==> config.mk <==
export PLATFORM = sky130hd
export DESIGN_NAME = icache_refill_ctrl
export DESIGN_NICKNAME = d
export VERILOG_FILES = /design/src/rtl/icache_refill_pkg.sv /design/src/rtl/icache_refill_ctrl_line_buffer.sv /design/src/rtl/icache_refill_ctrl.sv
export SDC_FILE = /design/constraint.sdc
export NUM_CORES = 1
export LEC_CHECK = 0
export BUFFER_PORTS_ARGS = -buffer_cell sky130_fd_sc_hd__buf_2
export CAP_MARGIN = 20
export CORE_MARGIN = 10
export CORE_UTILIZATION = 54
export DETAILED_ROUTE_END_ITERATION = 10
export PLACE_DENSITY = 0.85
export SLEW_MARGIN = 5
export SYNTH_ARGS = -nofsm -noshare
export SYNTH_HDL_FRONTEND = slang
export SYNTH_SLANG_ARGS = --single-unit
==> constraint.sdc <==
create_clock -name clk -period 3.85 [get_ports clk]
set_input_delay 0.1925 -clock clk [delete_from_list [all_inputs] [get_ports clk]]
set_output_delay 0.1925 -clock clk [all_outputs]
set_load 0.03 [all_outputs]
==> src/rtl/icache_refill_pkg.sv <==
// icache_refill_pkg: shared types, default geometry and address helpers for the I-cache refill path.
`default_nettype none

package icache_refill_pkg;

  localparam int DEF_SIZE_PC     = 32;
  localparam int DEF_CACHE_WIDTH = 256;
  localparam int DEF_MEM_WIDTH   = 64;

  typedef enum logic [2:0] {
    IDLE  = 3'd0,
    REQ   = 3'd1,
    RECV  = 3'd2,
    WRITE = 3'd3,
    DONE  = 3'd4
  } state_t;

  // Number of memory beats per cache block.
  function automatic int beats_of(input int cache_width, input int mem_width);
    return cache_width / mem_width;
  endfunction

  // Byte-offset bits inside one cache line.
  function automatic int offs_of(input int cache_width);
    return $clog2(cache_width / 8);
  endfunction

  // Beat-counter width; never narrower than one bit.
  function automatic int cnt_w_of(input int beats);
    return (beats > 1) ? $clog2(beats) : 1;
  endfunction

  function automatic logic [63:0] line_align(input logic [63:0] addr, input int unsigned offs);
    return addr & ~((64'd1 << offs) - 64'd1);
  endfunction

endpackage

`default_nettype wire

==> src/rtl/icache_refill_ctrl_line_buffer.sv <==
// refill_line_buffer: collects memory beats into one cache block at a beat-indexed slot.
`default_nettype none

module refill_line_buffer #(
  parameter int CACHE_WIDTH = 256,
  parameter int MEM_WIDTH   = 64,
  parameter int CNT_W       = 2
) (
  input  logic                   clk,
  input  logic                   reset,
  input  logic                   wr_en,
  input  logic [CNT_W-1:0]       beat_idx,
  input  logic [MEM_WIDTH-1:0]   beat_data,
  output logic [CACHE_WIDTH-1:0] block
);

  localparam int NBEATS = CACHE_WIDTH / MEM_WIDTH;

  always_ff @(posedge clk or negedge reset) begin
    if (!reset) begin
      block <= '0;
    end else begin
      for (int b = 0; b < NBEATS; b++) begin
        if (wr_en && (beat_idx == CNT_W'(b))) begin
          block[b*MEM_WIDTH +: MEM_WIDTH] <= beat_data;
        end
      end
    end
  end

endmodule

`default_nettype wire

==> src/rtl/icache_refill_ctrl.sv <==
// icache_refill_ctrl: fetches a missed I-cache line from lower memory and writes it
// back through the cache fill port in a single cycle.
`default_nettype none

module icache_refill_ctrl
  import icache_refill_pkg::*;
#(
  parameter int SIZE_PC     = DEF_SIZE_PC,
  parameter int CACHE_WIDTH = DEF_CACHE_WIDTH,
  parameter int MEM_WIDTH   = DEF_MEM_WIDTH
) (
  input  logic                   clk,
  input  logic                   reset,
  input  logic                   miss_i,
  input  logic [SIZE_PC-1:0]     missAddr_i,
  output logic                   memReq_o,
  output logic [SIZE_PC-1:0]     memAddr_o,
  input  logic                   memReqAck_i,
  input  logic                   memDataValid_i,
  input  logic [MEM_WIDTH-1:0]   memData_i,
  output logic                   wrEnable_o,
  output logic [SIZE_PC-1:0]     wrAddr_o,
  output logic [CACHE_WIDTH-1:0] instBlock_o,
  output logic                   busy_o,
  output logic [15:0]            fillCount_o
);

  localparam int NBEATS    = beats_of(CACHE_WIDTH, MEM_WIDTH);
  localparam int LINE_OFFS = offs_of(CACHE_WIDTH);
  localparam int CNT_W     = cnt_w_of(NBEATS);
  localparam logic [CNT_W-1:0] LAST_BEAT = CNT_W'(NBEATS - 1);

  state_t             state;
  state_t             state_nxt;
  logic [CNT_W-1:0]   beat_cnt;
  logic [15:0]        fill_count;
  logic [SIZE_PC-1:0] miss_line;
  logic               beat_wr;
  logic               last_beat;

  assign miss_line   = SIZE_PC'(line_align(64'(missAddr_i), LINE_OFFS));
  assign beat_wr     = (state == RECV) && memDataValid_i;
  assign last_beat   = beat_wr && (beat_cnt == LAST_BEAT);
  assign fillCount_o = fill_count;

  always_ff @(posedge clk or negedge reset) begin
    if (!reset) begin
      state <= IDLE;
    end else begin
      state <= state_nxt;
    end
  end

  always_comb begin
    state_nxt = state;
    case (state)
      IDLE:    if (miss_i)      state_nxt = REQ;
      REQ:     if (memReqAck_i) state_nxt = RECV;
      RECV:    if (last_beat)   state_nxt = WRITE;
      WRITE:   state_nxt = DONE;
      DONE:    state_nxt = IDLE;
      default: state_nxt = IDLE;
    endcase
  end

  // Strobes are registered from the next state so they line up with the state itself.
  always_ff @(posedge clk or negedge reset) begin
    if (!reset) begin
      memReq_o   <= 1'b0;
      wrEnable_o <= 1'b0;
      busy_o     <= 1'b0;
      memAddr_o  <= '0;
      wrAddr_o   <= '0;
      beat_cnt   <= '0;
    end else begin
      memReq_o   <= (state_nxt == REQ);
      wrEnable_o <= (state_nxt == WRITE);
      busy_o     <= (state_nxt != IDLE);
      if ((state == IDLE) && miss_i) begin
        memAddr_o <= miss_line;
      end
      if (state_nxt == WRITE) begin
        wrAddr_o <= memAddr_o;
      end
      if (state == REQ) begin
        beat_cnt <= '0;
      end else if (beat_wr) begin
        beat_cnt <= beat_cnt + 1'b1;
      end
    end
  end

  always_ff @(posedge clk or negedge reset) begin
    if (!reset) begin
      fill_count <= '0;
    end else if ((state_nxt == WRITE) && (fill_count != 16'hFFFF)) begin
      fill_count <= fill_count + 16'd1;
    end
  end

  refill_line_buffer #(
    .CACHE_WIDTH (CACHE_WIDTH),
    .MEM_WIDTH   (MEM_WIDTH),
    .CNT_W       (CNT_W)
  ) u_line_buffer (
    .clk       (clk),
    .reset     (reset),
    .wr_en     (beat_wr),
    .beat_idx  (beat_cnt),
    .beat_data (memData_i),
    .block     (instBlock_o)
  );

endmodule

`default_nettype wire

# --- After elaboration in Yosys (flattened, before gate mapping) ---
# Index checks and enable logic that the tools add are counted.
op_classes:
  reduce_logical: 11
  n_eq_ne: 9
  addsub: 2
  n_mux: 6
ops:
  columns: ["cell", "count"]
  rows:
  - ["adder 16 x 1 -> 16 bit (second input constant)", 1]
  - ["inequality test 16 bit (second input constant)", 1]
  - ["case mux 3 bit (4 select lines)", 1]
  - ["equality test 3 x 2 -> 1 bit (second input constant)", 3]
  - ["2-to-1 mux 3 bit", 3]
  - ["logical AND 1 bit", 7]
  - ["equality test 3 x 1 -> 1 bit (second input constant)", 2]
  - ["equality test 2 bit (second input constant)", 2]
  - ["2-to-1 mux 2 bit", 2]
  - ["zero test 3 bit", 1]
  - ["nonzero test 3 bit", 1]
  - ["adder 2 x 1 -> 2 bit (second input constant)", 1]
  - ["equality test 2 x 1 -> 1 bit (second input constant)", 1]
  - ["zero test 2 bit", 1]
  - ["nonzero test 2 bit", 1]
totals:
  ff_bits: 334
  wordCells: 40

# --- Depth between registers and ports, before layout ---
logic_depth:
  ltp_word: 7
  depth_mapped: 8
  depth_no_buf: 6

# --- Cells and area by module ---
# A second synthesis with hierarchy kept.
unflattened:
  hier_cells: 771
  hier_area_um2: 13111.3
by_module_without_submodules:
  columns: ["mod", "cells_each", "seq_area_each_um2", "area_each_um2", "n_inst"]
  rows:
  - ["refill_line_buffer", 543, 6406.1, 9806.9, 1]
  - ["icache_refill_ctrl", 228, 1951.9, 3304.4, 1]

# --- Worst setup path before layout ---
# No wires, ideal clock.
synth_path:
  path_type: "register -> register"
  startpoint: "register fill_count[0] (netlist: fillCount_o[0])"
  endpoint: "register fill_count[1] (netlist: fillCount_o[1])"
  path_buffers: 0
  setup_ns: 0.125
  t_arrival_ns: 2.062
  path_stages_with_launch: 6
  path_slack_ns: 1.663
  required_ns: 3.725
  path_cell_list: "dfrtp_1 ha_1 nand3_1 or4_4 o21ai_4 mux2_4"
synth_via:
  elab_chain_len: 2
  word_cells_on_any_way: 3
  cone_classes: "add/sub: 1; eq/ne: 1; reduce/logical: 1"
synth_rtl:
  columns: ["element", "line_no", "source"]
  rows:
  - ["from (decl)", "icache_refill_ctrl.sv:36", "logic [15:0] fill_count;"]
  - ["from (signal assigned)", "icache_refill_ctrl.sv:97", "fill_count <= fill_count + 16'd1;"]
  - ["branches (longest 2 deep; another with adder 16 x 1 -> 16 bit)", null, null]
# Several ways; the timed one is not identified.
# A chain may end at the register's enable or synchronous reset.

# --- Worst setup path in the final report ---
layout_path:
  startpoint: "register state[1]"
  endpoint: "register u_line_buffer.block[208]"
layout_via:
  elab_chain_len: 3
layout_rtl:
  columns: ["element", "line_no", "source"]
  rows:
  - ["from (decl)", "icache_refill_ctrl.sv:33", "state_t state;"]
  - ["from (signal assigned)", "icache_refill_ctrl.sv:50", "state <= state_nxt;"]
  - ["equality test 3 x 2 -> 1 bit", "icache_refill_ctrl.sv:42", "assign beat_wr = (state == RECV) && memDataValid_i;"]
  - ["logical AND 1 bit", "icache_refill_ctrl.sv:42", null]
  - ["logical AND 1 bit", "icache_refill_ctrl_line_buffer.sv:24", "if (wr_en && (beat_idx == CNT_W'(b))) begin"]
  - ["to (signal, indexed assignment)", "icache_refill_ctrl_line_buffer.sv:25", "block[b*MEM_WIDTH +: MEM_WIDTH] <= beat_data;"]
  - ["to (decl)", "icache_refill_ctrl_line_buffer.sv:14", "output logic [CACHE_WIDTH-1:0] block"]
# No other way between the ends.

==> results.sh <==
export IMPL_cts_root_buffer_cell="clkbuf_16"
export IMPL_end_kind="flop"
export IMPL_worst_pin_slew_ns=1.08
export IMPL_cts_max_path_buffers=3
export IMPL_crit_buf_inv=2
export IMPL_hold_class="in -> reg"
export IMPL_final_util_pct=73.8
export IMPL_cp_data_required_time_ns=4.28
export IMPL_tns_ns=0
export IMPL_drv_cap=0
export IMPL_setup_violations=0
export IMPL_max_slew_margin_pct=27.9
export IMPL_layoutNonFillerInstCount=1831
export IMPL_synth_area_leaders="dfrtp_1, mux2_2, nand2_1"
export IMPL_cts_setup_buffers=0
export IMPL_start_kind="flop"
export IMPL_cts_tree="yes"
export IMPL_setup_slack_ns=1.22
export IMPL_ctsResizeCount=0
export IMPL_fin_crit_sh_pct=68.4
export IMPL_arrival_ns=3.06
export IMPL_fin_hold_ws_ns=0.0228
export IMPL_skew_ns=0.00677
export IMPL_ys_types=35
export IMPL_io_pins=440
export IMPL_grt_pass1_wl_mm=63.6
export IMPL_synth_seq_cells=334
export IMPL_grt_busiest_layer="met2"
export IMPL_grtUsageMet1_pct=28.1
export IMPL_dieArea_mm2=0.0301
export IMPL_fin_crit_ns=2.63
export IMPL_outcome="finished, final reports clean"
export IMPL_clk_latency_ns=0.50
export IMPL_cellLeakagePower_uw=0.00957
export IMPL_cts_sinks=334
export IMPL_numCtsBuffers=34
export IMPL_cp_startpoint="state[1]$_DFF_PN0_"
export IMPL_yosysMostFrequentCell="dfrtp_1"
export IMPL_vias=9800
export IMPL_critPathKind="reg -> reg"
export IMPL_clkTransAtPathRegs_ns=0.06
export IMPL_antenna_found_initial=4
export IMPL_synth_common_cells="dfrtp_1, nand2_1, mux2_2"
export IMPL_grt_usage_pct=26.6
export IMPL_die_h_um=173
export IMPL_path_common_cell="nand2_1"
export IMPL_drv_slew=0
export IMPL_grt_max_degree=118
export IMPL_slowest_stage="dfrtp_1"
export IMPL_ant_nets=0
export IMPL_overflow=0
export IMPL_drt_wl_total_mm=40.8
export IMPL_rsz0062_at_grt="false"
export IMPL_cp_max_fo=44
export IMPL_fmax_mhz=380
export IMPL_fillers=1377
export IMPL_core_mm2=0.0233
export IMPL_vdd_drop_max_v=0.000636
export IMPL_drt_wirelength_per_cell_um=22.3
export IMPL_async_flop_share_pct=100
export IMPL_drc=0
export IMPL_grt_pass1_vias=10700
export IMPL_drt_vias_per_instance=5.35
export IMPL_synth_edf_count=0
export IMPL_placementRows=56
export IMPL_place_ws_ns=1.26
export IMPL_hold_viol=0
export IMPL_ys_flop_type="dfrtp_1"
export IMPL_r2r_slack_ns=1.22
export IMPL_netlist_instances=966
export IMPL_dp_cells=1673
export IMPL_drtIter0Drc=736
export IMPL_synthToLayoutAreaGrowth_pct=35.5
export IMPL_timing_rr_start="state[1]$_DFF_PN0_"
export IMPL_postCtsHoldBufs=93
export IMPL_synth_top_area_cell="dfrtp_1"
export IMPL_cts_htree_levels=2
export IMPL_use_met2_pct=47.6
export IMPL_start_util_pct=54.5
export IMPL_routabilityCongestion=0.809
export IMPL_path_cells="and4bb_2 -> nand2_4 -> clkinv_2 -> buf_4 -> nand2_1 -> nand2_1"
export IMPL_netlist_area_mm2=0.0127
export IMPL_port_buffers=424
export IMPL_dpl_hpwl_mm=25.5
export IMPL_layout_nets=1589
export IMPL_synth_top_area_share_pct=65.8
export IMPL_firstDrtPassIters=5
export IMPL_seq_area_frac_synth_pct=65.8
export IMPL_syn_avg_cell_area_um2=13.2
export IMPL_cp_top_family="buffers and inverters"
export IMPL_crit_path_max_incr_delay_ns=0.56
export IMPL_ys_warn_count=0
export IMPL_cellPowerDensity_mw_per_mm2=884
export IMPL_die_w_um=173
export IMPL_final_layout_size_suffix_gt1_share_pct=47.7
export IMPL_grtUsageMet3_pct=7.75
export IMPL_hold_path_startpoint="miss_i"
[layer usage]
metal  vias up  part of all wire, %
met2       499                   52
met3       122                  8.5
met5         -                0.017
met4         2                  4.7
li1       4235                    -
met1      4942                   34
[logic make-up (layout without fill, tap and decap cells)]
kind of cell	count (synthesis)	after routing	synth area share (%)
flops	334	334	65.8
simple gates	322	322	10.0
mux	220	220	19.5
buf+inv	59	593	2.39
xor+xnor	13	13	0.896
compound gates	12	12	0.876
fa+ha+maj	5	5	0.492
other cells	1	13	0.0295
[tightest hold or removal path, cell delays in order]
cell and delay [ns]:
buf_2 0.10, nor3_1 0.05, nor2_1 0.12
[metrics by stage]
stage / cell area [um^2] / total power, uW
floorplan: 12700 / 9520
global placement: 15100 / 11400
detailed placement: 15100 / 11700
CTS: 17200 / 15100
global route: 17200 / 15900
finish: 17200 / 15200
[area by class of cell]
type | count | area [um^2] | area share, %
multi-input cells | 582 | 4120 | 23.9
diodes | 3 | 7.51 | 0.0436
well taps | 319 | 399 | 2.32
flip-flops and latches | 334 | 8360 | 48.5
repair buffers | 525 | 3150 | 18.3
inverters | 6 | 23.8 | 0.138
clock buffers | 56 | 1110 | 6.43
clock inverters | 6 | 57.6 | 0.334
[cell usage in the layout, fill, tap and decap left out, types with 2 or more instances in the layout]
| master | Yosys | layout |
|---|---|---|
| dfrtp_1 | 334 | 334 |
| buf_4 | 12 | 6 |
| buf_12 | 0 | 2 |
| nand2_1 | 285 | 281 |
| dlygate4sd3_1 | 0 | 93 |
| nand3_1 | 5 | 5 |
| buf_2 | 29 | 423 |
| conb_1 | 1 | 10 |
| nand4_1 | 2 | 2 |
| ha_1 | 5 | 5 |
| a22o_1 | 2 | 2 |
| diode_2 | 0 | 3 |
| inv_1 | 5 | 5 |
| clkbuf_16 | 0 | 37 |
| mux2_2 | 219 | 219 |
| nor3_1 | 5 | 5 |
| xor2_1 | 10 | 10 |
| or2_2 | 3 | 3 |
| xnor2_1 | 3 | 3 |
| clkbuf_1 | 7 | 8 |
| nand2b_1 | 3 | 3 |
| a21oi_1 | 3 | 3 |
| clkbuf_8 | 0 | 11 |
| nor2_1 | 13 | 13 |
| nand2_4 | 0 | 4 |
| clkinv_2 | 1 | 5 |
[power breakdown]
group	total (uW)	internal [uW]	switching (uW)
sequential	5630	4800	825
combinational	6230	2020	4200
clock	3370	2030	1340
total	15200	8860	6360
[flip-flops by register name, summed over array words and instances, names as in the netlist]
name / cells
beat_cnt: 2
u_line_buffer.block: 256
memAddr_o: 27
wrAddr_o: 27
state: 3
memReq_o: 1
busy_o: 1
fillCount_o: 16
wrEnable_o: 1
[worst paths after layout]
| check | cells after the start | endpoint |
|---|---|---|
| worst min register to register | 2 | u_line_buffer.block[198]$_DFFE_PN0P_ |
| worst max-delay path | 6 | u_line_buffer.block[208]$_DFFE_PN0P_ |
| max in group asynchronous | 3 | u_line_buffer.block[100]$_DFFE_PN0P_ |
| worst max register to register | 6 | u_line_buffer.block[208]$_DFFE_PN0P_ |
| min in group asynchronous | 2 | u_line_buffer.block[61]$_DFFE_PN0P_ |
| worst min-delay path | 3 | busy_o$_DFF_PN0_ |
No activity file was read; power rests on OpenSTA's default activity.
